## src/rtl/ex_operand_bypass_if.sv

```systemverilog
// Operand bypass bundle: request, forwarding sources and resolved result.
// master drives requests/sources, slave is the bypass stage.
interface ex_operand_bypass_if #(
    parameter int XLEN   = 32,
    parameter int REG_AW = 5
);
    logic              in_valid;
    logic              in_ready;
    logic [REG_AW-1:0] rs1_addr;
    logic [REG_AW-1:0] rs2_addr;
    logic [XLEN-1:0]   rs1_rf;
    logic [XLEN-1:0]   rs2_rf;
    logic              exm_wr_en;
    logic              exm_is_load;
    logic [REG_AW-1:0] exm_rd;
    logic [XLEN-1:0]   exm_data;
    logic              wb_wr_en;
    logic [REG_AW-1:0] wb_rd;
    logic [XLEN-1:0]   wb_data;
    logic              out_valid;
    logic              out_ready;
    logic [XLEN-1:0]   op1;
    logic [XLEN-1:0]   op2;
    logic [1:0]        fwd_sel1;
    logic [1:0]        fwd_sel2;
    logic [31:0]       stall_count;

    modport master (
        output in_valid, rs1_addr, rs2_addr, rs1_rf, rs2_rf,
        output exm_wr_en, exm_is_load, exm_rd, exm_data,
        output wb_wr_en, wb_rd, wb_data, out_ready,
        input  in_ready, out_valid, op1, op2,
        input  fwd_sel1, fwd_sel2, stall_count
    );

    modport slave (
        input  in_valid, rs1_addr, rs2_addr, rs1_rf, rs2_rf,
        input  exm_wr_en, exm_is_load, exm_rd, exm_data,
        input  wb_wr_en, wb_rd, wb_data, out_ready,
        output in_ready, out_valid, op1, op2,
        output fwd_sel1, fwd_sel2, stall_count
    );
endinterface

```

## src/rtl/ex_operand_bypass.sv

```systemverilog
// EX operand bypass: forwards from EX/MEM, MEM/WB, retired history or RF,
// stalls on load-use, registers operands behind valid/ready.
module ex_operand_bypass #(
    parameter int XLEN         = 32,
    parameter int REG_AW       = 5,
    parameter int HIST_DEPTH   = 2,
    parameter int STALL_CYCLES = 1
) (
    input logic               clk,
    input logic               rst,
    ex_operand_bypass_if.slave bus
);
    typedef enum logic {RUN, STALL} state_t;

    localparam logic [1:0] SEL_RF   = 2'b00;
    localparam logic [1:0] SEL_WB   = 2'b01;
    localparam logic [1:0] SEL_EXM  = 2'b10;
    localparam logic [1:0] SEL_HIST = 2'b11;
    localparam logic [1:0] STALL_LOAD = 2'(STALL_CYCLES - 1);

    state_t            state;
    state_t            stateNext;
    logic [1:0]        cnt;
    logic [1:0]        cntNext;
    logic              outValid;
    logic [XLEN-1:0]   op1Q;
    logic [XLEN-1:0]   op2Q;
    logic [1:0]        sel1Q;
    logic [1:0]        sel2Q;
    logic [31:0]       stallCnt;

    logic              histValid [HIST_DEPTH];
    logic [REG_AW-1:0] histRd    [HIST_DEPTH];
    logic [XLEN-1:0]   histData  [HIST_DEPTH];

    logic              exmFwd;
    logic [REG_AW-1:0] exmRd;
    logic [XLEN-1:0]   exmData;
    logic              wbWrEn;
    logic [REG_AW-1:0] wbRd;
    logic [XLEN-1:0]   wbData;

    logic [XLEN+1:0]   res1;
    logic [XLEN+1:0]   res2;
    logic              hazard;
    logic              outFree;
    logic              effRun;
    logic              inReady;
    logic              accept;
    logic              stallInc;

    assign exmFwd  = bus.exm_wr_en && !bus.exm_is_load;
    assign exmRd   = bus.exm_rd;
    assign exmData = bus.exm_data;
    assign wbWrEn  = bus.wb_wr_en;
    assign wbRd    = bus.wb_rd;
    assign wbData  = bus.wb_data;

    // Returns {sel, data}; the newest history entry wins on duplicates.
    function automatic logic [XLEN+1:0] resolve(
        input logic [REG_AW-1:0] rs,
        input logic [XLEN-1:0]   rf
    );
        logic [XLEN+1:0] r;
        r = {SEL_RF, rf};
        if (rs != '0) begin
            if (exmFwd && exmRd == rs) begin
                r = {SEL_EXM, exmData};
            end else if (wbWrEn && wbRd == rs) begin
                r = {SEL_WB, wbData};
            end else begin
                for (int i = HIST_DEPTH - 1; i >= 0; i--) begin
                    if (histValid[i] && histRd[i] == rs) begin
                        r = {SEL_HIST, histData[i]};
                    end
                end
            end
        end
        return r;
    endfunction

    always_comb begin
        res1 = resolve(bus.rs1_addr, bus.rs1_rf);
        res2 = resolve(bus.rs2_addr, bus.rs2_rf);
    end

    // A STALL state whose counter has reached 0 re-evaluates like RUN.
    always_comb begin
        hazard = bus.in_valid && bus.exm_wr_en && bus.exm_is_load
              && bus.exm_rd != '0
              && (bus.exm_rd == bus.rs1_addr
               || bus.exm_rd == bus.rs2_addr);
        outFree   = !outValid || bus.out_ready;
        effRun    = (state == RUN) || (cnt == 2'd0);
        inReady   = effRun && !hazard && outFree;
        accept    = bus.in_valid && inReady;
        stallInc  = 1'b0;
        stateNext = RUN;
        cntNext   = 2'd0;
        if (effRun) begin
            if (hazard && outFree) begin
                stateNext = STALL;
                cntNext   = STALL_LOAD;
                stallInc  = 1'b1;
            end
        end else begin
            stateNext = STALL;
            cntNext   = cnt - 2'd1;
            stallInc  = 1'b1;
        end
    end

    always_ff @(posedge clk) begin
        if (rst) begin
            state    <= RUN;
            cnt      <= 2'd0;
            outValid <= 1'b0;
            op1Q     <= '0;
            op2Q     <= '0;
            sel1Q    <= SEL_RF;
            sel2Q    <= SEL_RF;
            stallCnt <= '0;
            for (int i = 0; i < HIST_DEPTH; i++) begin
                histValid[i] <= 1'b0;
            end
        end else begin
            state <= stateNext;
            cnt   <= cntNext;
            if (accept) begin
                outValid <= 1'b1;
                sel1Q    <= res1[XLEN+1:XLEN];
                op1Q     <= res1[XLEN-1:0];
                sel2Q    <= res2[XLEN+1:XLEN];
                op2Q     <= res2[XLEN-1:0];
            end else if (bus.out_ready) begin
                outValid <= 1'b0;
            end
            if (stallInc && stallCnt != '1) begin
                stallCnt <= stallCnt + 32'd1;
            end
            for (int i = HIST_DEPTH - 1; i > 0; i--) begin
                histValid[i] <= histValid[i-1];
            end
            histValid[0] <= wbWrEn && wbRd != '0;
        end
    end

    always_ff @(posedge clk) begin
        for (int i = HIST_DEPTH - 1; i > 0; i--) begin
            histRd[i]   <= histRd[i-1];
            histData[i] <= histData[i-1];
        end
        histRd[0]   <= wbRd;
        histData[0] <= wbData;
    end

    assign bus.in_ready    = inReady;
    assign bus.out_valid   = outValid;
    assign bus.op1         = op1Q;
    assign bus.op2         = op2Q;
    assign bus.fwd_sel1    = sel1Q;
    assign bus.fwd_sel2    = sel2Q;
    assign bus.stall_count = stallCnt;
endmodule

```

## src/flat_wrapper.sv

```systemverilog
// flat-port wrapper written by rule: the top's interface ports become plain ports
module ex_operand_bypass_flat 
#(
    parameter int XLEN         = 32,
    parameter int REG_AW       = 5,
    parameter int HIST_DEPTH   = 2,
    parameter int STALL_CYCLES = 1
)
  (clk, rst, bus_in_valid, bus_rs1_addr, bus_rs2_addr, bus_rs1_rf, bus_rs2_rf, bus_exm_wr_en, bus_exm_is_load, bus_exm_rd, bus_exm_data, bus_wb_wr_en, bus_wb_rd, bus_wb_data, bus_out_ready, bus_in_ready, bus_out_valid, bus_op1, bus_op2, bus_fwd_sel1, bus_fwd_sel2, bus_stall_count);
  ex_operand_bypass_if #(.XLEN(XLEN), .REG_AW(REG_AW)) bus_i ();
  input logic clk;
  input logic rst;
  input wire logic [$bits(bus_i.in_valid)-1:0] bus_in_valid;
  input wire logic [$bits(bus_i.rs1_addr)-1:0] bus_rs1_addr;
  input wire logic [$bits(bus_i.rs2_addr)-1:0] bus_rs2_addr;
  input wire logic [$bits(bus_i.rs1_rf)-1:0] bus_rs1_rf;
  input wire logic [$bits(bus_i.rs2_rf)-1:0] bus_rs2_rf;
  input wire logic [$bits(bus_i.exm_wr_en)-1:0] bus_exm_wr_en;
  input wire logic [$bits(bus_i.exm_is_load)-1:0] bus_exm_is_load;
  input wire logic [$bits(bus_i.exm_rd)-1:0] bus_exm_rd;
  input wire logic [$bits(bus_i.exm_data)-1:0] bus_exm_data;
  input wire logic [$bits(bus_i.wb_wr_en)-1:0] bus_wb_wr_en;
  input wire logic [$bits(bus_i.wb_rd)-1:0] bus_wb_rd;
  input wire logic [$bits(bus_i.wb_data)-1:0] bus_wb_data;
  input wire logic [$bits(bus_i.out_ready)-1:0] bus_out_ready;
  output wire logic [$bits(bus_i.in_ready)-1:0] bus_in_ready;
  output wire logic [$bits(bus_i.out_valid)-1:0] bus_out_valid;
  output wire logic [$bits(bus_i.op1)-1:0] bus_op1;
  output wire logic [$bits(bus_i.op2)-1:0] bus_op2;
  output wire logic [$bits(bus_i.fwd_sel1)-1:0] bus_fwd_sel1;
  output wire logic [$bits(bus_i.fwd_sel2)-1:0] bus_fwd_sel2;
  output wire logic [$bits(bus_i.stall_count)-1:0] bus_stall_count;
  assign bus_i.in_valid = bus_in_valid;
  assign bus_i.rs1_addr = bus_rs1_addr;
  assign bus_i.rs2_addr = bus_rs2_addr;
  assign bus_i.rs1_rf = bus_rs1_rf;
  assign bus_i.rs2_rf = bus_rs2_rf;
  assign bus_i.exm_wr_en = bus_exm_wr_en;
  assign bus_i.exm_is_load = bus_exm_is_load;
  assign bus_i.exm_rd = bus_exm_rd;
  assign bus_i.exm_data = bus_exm_data;
  assign bus_i.wb_wr_en = bus_wb_wr_en;
  assign bus_i.wb_rd = bus_wb_rd;
  assign bus_i.wb_data = bus_wb_data;
  assign bus_i.out_ready = bus_out_ready;
  assign bus_in_ready = bus_i.in_ready;
  assign bus_out_valid = bus_i.out_valid;
  assign bus_op1 = bus_i.op1;
  assign bus_op2 = bus_i.op2;
  assign bus_fwd_sel1 = bus_i.fwd_sel1;
  assign bus_fwd_sel2 = bus_i.fwd_sel2;
  assign bus_stall_count = bus_i.stall_count;
  ex_operand_bypass #(.XLEN(XLEN), .REG_AW(REG_AW), .HIST_DEPTH(HIST_DEPTH), .STALL_CYCLES(STALL_CYCLES)) u_core (.clk(clk), .rst(rst), .bus(bus_i));
endmodule
```

## config.mk

```make
export PLATFORM = sky130hd
export DESIGN_NAME = ex_operand_bypass_flat
export DESIGN_NICKNAME = d
export VERILOG_FILES = /design/src/rtl/ex_operand_bypass_if.sv /design/src/rtl/ex_operand_bypass.sv /design/src/flat_wrapper.sv
export SDC_FILE = /design/constraint.sdc
export NUM_CORES = 1
export LEC_CHECK = 0
export BUFFER_PORTS_ARGS = -buffer_cell sky130_fd_sc_hd__buf_2
export CORE_MARGIN = 4
export CORE_UTILIZATION = 30
export CTS_BUF_LIST = sky130_fd_sc_hd__clkbuf_8
export DETAILED_ROUTE_END_ITERATION = 6
export GPL_ROUTABILITY_DRIVEN = 1
export PLACE_DENSITY_LB_ADDON = 0.08
export RECOVER_POWER = 100
export SETUP_SLACK_MARGIN = 0.02
export SLEW_MARGIN = 20
export SYNTH_ARGS = -nofsm -noshare
export SYNTH_HDL_FRONTEND = slang
export SYNTH_SLANG_ARGS = --single-unit
```

## constraint.sdc

```tcl
create_clock -name clk -period 3.5 [get_ports clk]
set_input_delay 0.35 -clock clk [delete_from_list [all_inputs] [get_ports clk]]
set_output_delay 0.35 -clock clk [all_outputs]
set_load 0.02 [all_outputs]
```

==> impl_metrics.tcl, run 1 <==
set metrics [dict create \
    outcome "finished with violations" \
    violations "design-rule violations, max-capacitance violations, max-slew violations" \
    grt_max_degree 134 \
    pwr-share-clk 0.327 \
    rsz0062_at_grt "no" \
    drtIter0Drc 1203 \
    max_freq_mhz 335 \
    clock_latency_ps 480 \
    final_cell_mix "180 x dfxtp_1, 141 x clkbuf_1, 116 x buf_2" \
    fp.dieH_um 185 \
    place_hpwl_um 25700 \
    ys_top_cells_by_area "dfxtp_1 38%, o221ai_1 5.9%, a222oi_1 5.9%, nand3b_1 5.3%, nor3_1 5.3%" \
    num_rows 64 \
    drv_cap 3 \
    first_global_vias 10100 \
    drt-total-wl_um 40600 \
    fp.dieW_um 185 \
    grt_antenna_before_repair 1 \
    yosys.area_share.adder 0.00267 \
    hold_class "in -> reg" \
    setup_viol 0 \
    synthMuxAreaShare 0.00347 \
    slew_viol_final 124 \
    hold_viol 0 \
    postRouteAntennaNets 0 \
    yosysTopAreaCell "dfxtp_1" \
    cts-root-buf "clkbuf_8" \
    critPathLaunchType "register" \
    start_util 0.305 \
    p_sw_frac 0.329 \
    drive_above_1_share 0.148 \
    hold_slack_ps 65.0 \
    final_util 0.370 \
    arrival_ps 3280 \
    grt_use_total 0.229 \
    area_growth_pct 21.3 \
    cts_tree "yes" \
    avgRoutedWirePerCell_um 23.7 \
    finalCritPeriodShare 0.853 \
    powerDensity_nw_per_um2 391 \
    end_kind "register" \
    firstDrtPassIters 7 \
    critPathKind "reg -> reg" \
    p_leak_nw 3.70 \
    tns_ps 0 \
    pin_count 257 \
    r2r_setup_slack_ps 510 \
    cts.path.max_buffers 2 \
    ys_types 53 \
    vias 10100 \
    synth_cells 1099 \
    postCtsSetupRepairBufs 0 \
    skew_ps 28.5 \
    io_buffers 256 \
    synth_compound_area_frac 0.249 \
    n_fill_cell 3280 \
    peakVddDrop_mv 0.212 \
    drc 8 \
    async_flop_share 0 \
    p_switching_mw 1.46 \
    fin_nets 1457 \
    synth_xor_area_frac 0.0392 \
    yosys_warnings 0 \
    gp_congestion 0.820 \
    synth_top_family_by_area "simple AND/OR/NAND/NOR gates" \
    htree_num_levels 4 \
    multi_input_area_um2 5310 \
    synth_edf_count 0 \
    netlist.area_leader.share 0.384 \
    worst_pin_slew_ps 2490 \
    avgSynthCellArea_um2 8.54 \
    dieArea_um2 34200 \
    grt.overflow.total 0 \
    fin_crit_ps 2990 \
    synth-simple-area-share 0.265 \
    numCtsBuffers 17 \
    pwr-share-seq 0.498 \
    vias_per_cell 5.91 \
    synth_area_um2 9380 \
    cts.sinks 180 \
    comb_power_share 0.175 \
    cp.required_ps 3790 \
    ys_ff_latch 180 \
    core_area_um2 30700 \
    relSlewSlack -0.657 \
    synthesis.nets 1256 \
    grt_pass1_wl_um 61100 \
    seq_area_frac_synth 0.384 \
    synth_ff_type "dfxtp_1" \
    p_int_mw 2.98 \
    register_area_um2 3600 \
    clkTransAtPathRegs_ps 130 \
    cp_max_fo 33 \
    p_total_mw 4.44 \
    final_common_cell "dfxtp_1" \
]
through the flow:
stage | setup slack, ps | instance area [um^2] | instances
global placement | 666 | 11000 | 1657
global route | 334 | 11400 | 1710
floorplan | 1070 | 9380 | 1099
CTS | 797 | 11600 | 1708
detailed placement | 648 | 11000 | 1657
finish | 514 | 11400 | 1710
area by class of cell:
class / instances / area share
Timing Repair Buffer: 303 / 0.137
Inverter: 6 / 0.00198
Antenna cell: 1 / 0.000220
Clock inverter: 14 / 0.0124
Multi-Input combinational cell: 792 / 0.467
Tap cell: 396 / 0.0436
Clock buffer: 18 / 0.0218
Sequential cell: 180 / 0.317
path summary, 6_finish.rpt:
path,end,start,cells past startpoint
setup / recovery,u_core.bus.op1[31]$_SDFFE_PP0P_,u_core.histRd[0][6]$_DFF_P_,6
hold / removal,u_core.histData[0][31]$_DFF_P_,bus_wb_data[31],1
hold reg to reg,u_core.histData[0][62]$_DFF_P_,u_core.histData[0][30]$_DFF_P_,0
setup reg to reg,u_core.bus.op1[31]$_SDFFE_PP0P_,u_core.histRd[0][6]$_DFF_P_,6
synthesized netlist by cell type (all sizes together), types with 3 or more instances:
| cell | instances |
|---|---|
| nor4 | 6 |
| and2 | 42 |
| xor2 | 10 |
| nor3b | 3 |
| nand3 | 47 |
| o31ai | 7 |
| nor2 | 27 |
| nand3b | 66 |
| o41ai | 4 |
| nor2b | 7 |
| o31a | 3 |
| o221ai | 63 |
| nor3 | 99 |
| xnor2 | 32 |
| or3 | 21 |
| a221o | 31 |
| a21oi | 32 |
| clkbuf | 92 |
| or4 | 11 |
| buf | 29 |
| or2 | 3 |
| nand2 | 90 |
| a31oi | 32 |
| a221oi | 8 |
| or4b | 3 |
| inv | 6 |
| a222oi | 55 |
| nand4 | 12 |
| dfxtp | 180 |
| o21ai | 49 |
| and3 | 8 |
worst max-delay path: stages (launching register included):
cell and delay, ps:
dfxtp_1 400, xnor2_1 130, nand3_1 170, or3_1 1040, a221o_1 580, a222oi_1 290
o221ai_1 190
power by group through the flow:
stage | combinational (mW) | sequential (mW) | clock [mW]
after floorplan | 0.369 | 2.32 | 0
after global placement | 0.776 | 2.26 | 0
after detailed placement | 0.772 | 2.26 | 0
after CTS | 0.793 | 2.21 | 1.51
after global routing | 0.831 | 2.23 | 1.59
final | 0.777 | 2.21 | 1.45
flip-flops by register name, summed over array words and instances (netlist names):
register / count
u_core.bus.fwd_sel2: 2
u_core.histData: 64
u_core.bus.fwd_sel1: 2
u_core.cnt: 2
u_core.bus.out_valid: 1
u_core.histValid: 2
u_core.bus.stall_count: 32
u_core.bus.op1: 32
u_core.histRd: 10
u_core.bus.op2: 32
u_core.state: 1
per-layer routing:
layer	up-vias	share of wire	track usage
met5	-	0	0
met4	0	0.019	0.0666
met3	49	0.075	0.0442
met2	506	0.47	0.379
met1	4883	0.43	0.305
li1	4670	-	-
logic make-up after synthesis:
kind of cell	after synthesis
multiplexers	3
XOR/XNOR	42
flip-flops	180
AND/OR/NAND/NOR	450
buffers and inverters	127
adder cells (fa/ha/maj)	2
AO/OA/AOI/OAI	295
repair_timing:
action                    4_1_cts  5_1_grt
gates resized for setup         0        0
hold buffers                   19        1
hold endpoints to repair       19        1
Power figures use the tool's default switching activity.
==> inputs of run 2 (changes only) <==
--- a/config.mk
+++ b/config.mk
@@ -7,7 +7,7 @@
 export LEC_CHECK = 0
 export BUFFER_PORTS_ARGS = -buffer_cell sky130_fd_sc_hd__buf_2
 export CORE_MARGIN = 4
-export CORE_UTILIZATION = 30
+export CORE_UTILIZATION = 50
 export CTS_BUF_LIST = sky130_fd_sc_hd__clkbuf_8
 export DETAILED_ROUTE_END_ITERATION = 6
 export GPL_ROUTABILITY_DRIVEN = 1
==> run 2 against run 1 <==
  * The run ends with design-rule violations left
  * Sequential share of layout area increased by 1.1 points
  * Critical path depth up 2
  * Sequential power about the same
  * Die area shrank 38%
  * Clock power down 3%
  * Sequential cell count stayed put
  * Non-clock buffer count fell by 10
  * Critical path type is now in -> reg
==> impl_metrics.tcl, run 2 (same netlist as run 1, synthesis figures left out) <==
set metrics [dict create \
    outcome "finished with violations" \
    violations "design-rule violations" \
    cp_slowest_stage_delay_ps 750 \
    end_kind "register" \
    grt.overflow.total 0 \
    numCtsBuffers 17 \
    grt_use_total 0.319 \
    htree_num_levels 4 \
    tns_ps 0 \
    largest_register_ffs 64 \
    fp.dieH_um 145 \
    final_common_cell "dfxtp_1" \
    r2r_setup_slack_ps 750 \
    grt_antenna_before_repair 3 \
    relSlewSlack 0.267 \
    skew_ps 12.5 \
    endpoint "u_core.bus.op2[29]$_SDFFE_PP0P_" \
    cts.sinks 180 \
    timing.rr.end "u_core.bus.stall_count[25]$_SDFFE_PP0P_" \
    postRouteAntennaNets 0 \
    drt-total-wl_um 35400 \
    fin_nets 1447 \
    cts.repair.resized 0 \
    rsz0062_at_grt "no" \
    reg2regPathDepth 8 \
    peakVddDrop_mv 0.251 \
    cts-root-buf "clkbuf_8" \
    drive_above_1_share 0.145 \
    finalCritPeriodShare 0.798 \
    top_register "u_core.histData" \
    drv_cap 0 \
    num_rows 49 \
    vias_per_cell 6.72 \
    grt_max_degree 78 \
    first_global_vias 9934 \
    clkTransAtPathRegs_ps 100 \
    hold_viol 0 \
    gp_congestion 0.910 \
    pwr-share-clk 0.321 \
    avgRoutedWirePerCell_um 23.1 \
    crit_chain "clkbuf_1 -> xnor2_1 -> nand3_1 -> o22a_1 -> o2111ai_1 -> or3_1 -> clkbuf_2 -> o221ai_1" \
    firstDrtPassIters 7 \
    cp_max_fo 32 \
    area_growth_pct 17.4 \
    place_hpwl_um 22000 \
    r2r-start "u_core.bus.stall_count[0]$_SDFFE_PP0P_" \
    critPathKind "in -> reg" \
    vias 10300 \
    p_int_mw 3.01 \
    p_sw_frac 0.309 \
    worst_pin_slew_ps 1100 \
    dieArea_um2 21000 \
    core_area_um2 18200 \
    pin_count 257 \
    fin_crit_ps 2790 \
    drc 3 \
    fp.dieW_um 145 \
    io_buffers 256 \
    arrival_ps 3090 \
    start_util 0.515 \
    p_switching_mw 1.34 \
    cp.required_ps 3800 \
    final_util 0.605 \
    final_cell_mix "180 x dfxtp_1, 141 x clkbuf_1, 115 x buf_2" \
    max_freq_mhz 358 \
    powerDensity_nw_per_um2 396 \
    comb_power_share 0.170 \
    slew_viol_final 0 \
    pwr-share-seq 0.508 \
    grt_pass1_wl_um 55000 \
    drtIter0Drc 1361 \
    p_total_mw 4.36 \
    p_leak_nw 3.64 \
    hold_class "in -> reg" \
    clock_latency_ps 470 \
    startpoint "bus_rs1_addr[2]" \
    cts.path.max_buffers 2 \
    slowest_stage "clkbuf_2" \
    cts_tree "yes" \
    setup_viol 0 \
    critPathLaunchType "input pin" \
]
run 2: worst max-delay path: cells and delay by family:
kind                      cells  cell delay, ps
AOI/OAI and AO/OA             3            1120
buffers and inverters         2            1040
and+or+nand+nor               2             400
xor gates and xnor gates      1             180
run 2: area by class of cell:
type,count,area (um^2)
Timing Repair Buffer,293,1420
Fill cell,1745,7200
Clock buffer,18,248
Tap cell,229,287
Inverter,6,22.5
Sequential cell,180,3600
Multi-Input combinational cell,792,5290
Clock inverter,14,130
Antenna cell,2,5.00
run 2: worst min-delay path by stage:
stage                                   startpoint                             end  slack, ps  cells after the start
floorplan           u_core.histData[0][30]$_DFF_P_  u_core.histData[0][62]$_DFF_P_        350                      0
global placement     u_core.histData[0][4]$_DFF_P_  u_core.histData[0][36]$_DFF_P_        350                      0
detailed placement  u_core.histData[0][15]$_DFF_P_  u_core.histData[0][47]$_DFF_P_        360                      0
CTS                                bus_wb_data[23]  u_core.histData[0][23]$_DFF_P_        0.6                      1
global route                        bus_wb_data[5]   u_core.histData[0][5]$_DFF_P_         30                      1
finish                             bus_wb_data[23]  u_core.histData[0][23]$_DFF_P_         50                      1
run 2: layer usage:
metal  vias to the layer above  global-route usage  routed length, um
met5                         -                   0                 13
li1                       4649                   -                  -
met4                         2               0.137               1100
met3                       112              0.0795               4050
met1                      4873               0.423              14300
met2                       669               0.496              15900
run 2: repair_timing:
| action | 4_1_cts | 5_1_grt |
|---|---|---|
| hold buffers | 8 | 0 |
| setup buffers | 0 | 0 |
| hold endpoints to repair | 8 | 0 |
run 2: power by group through the flow:
stage / Combinational (mW) / Clock [mW] / Sequential, mW
2_1_floorplan: 0.369 / 0 / 2.32
3_3_place_gp: 0.741 / 0 / 2.26
3_5_place_dp: 0.742 / 0 / 2.26
4_1_cts: 0.753 / 1.42 / 2.21
5_1_grt: 0.787 / 1.49 / 2.23
6_report: 0.742 / 1.40 / 2.22
run 2: stage by stage:
stage	setup WS (ps)	hold slack (ps)	cell area (um^2)	instances
global placement	819	354	10800	1492
floorplan	1070	352	9380	1099
global route	422	31.1	11000	1534
finish	706	46.5	11000	1534
detailed placement	811	359	10800	1492
CTS	892	0.598	11200	1532
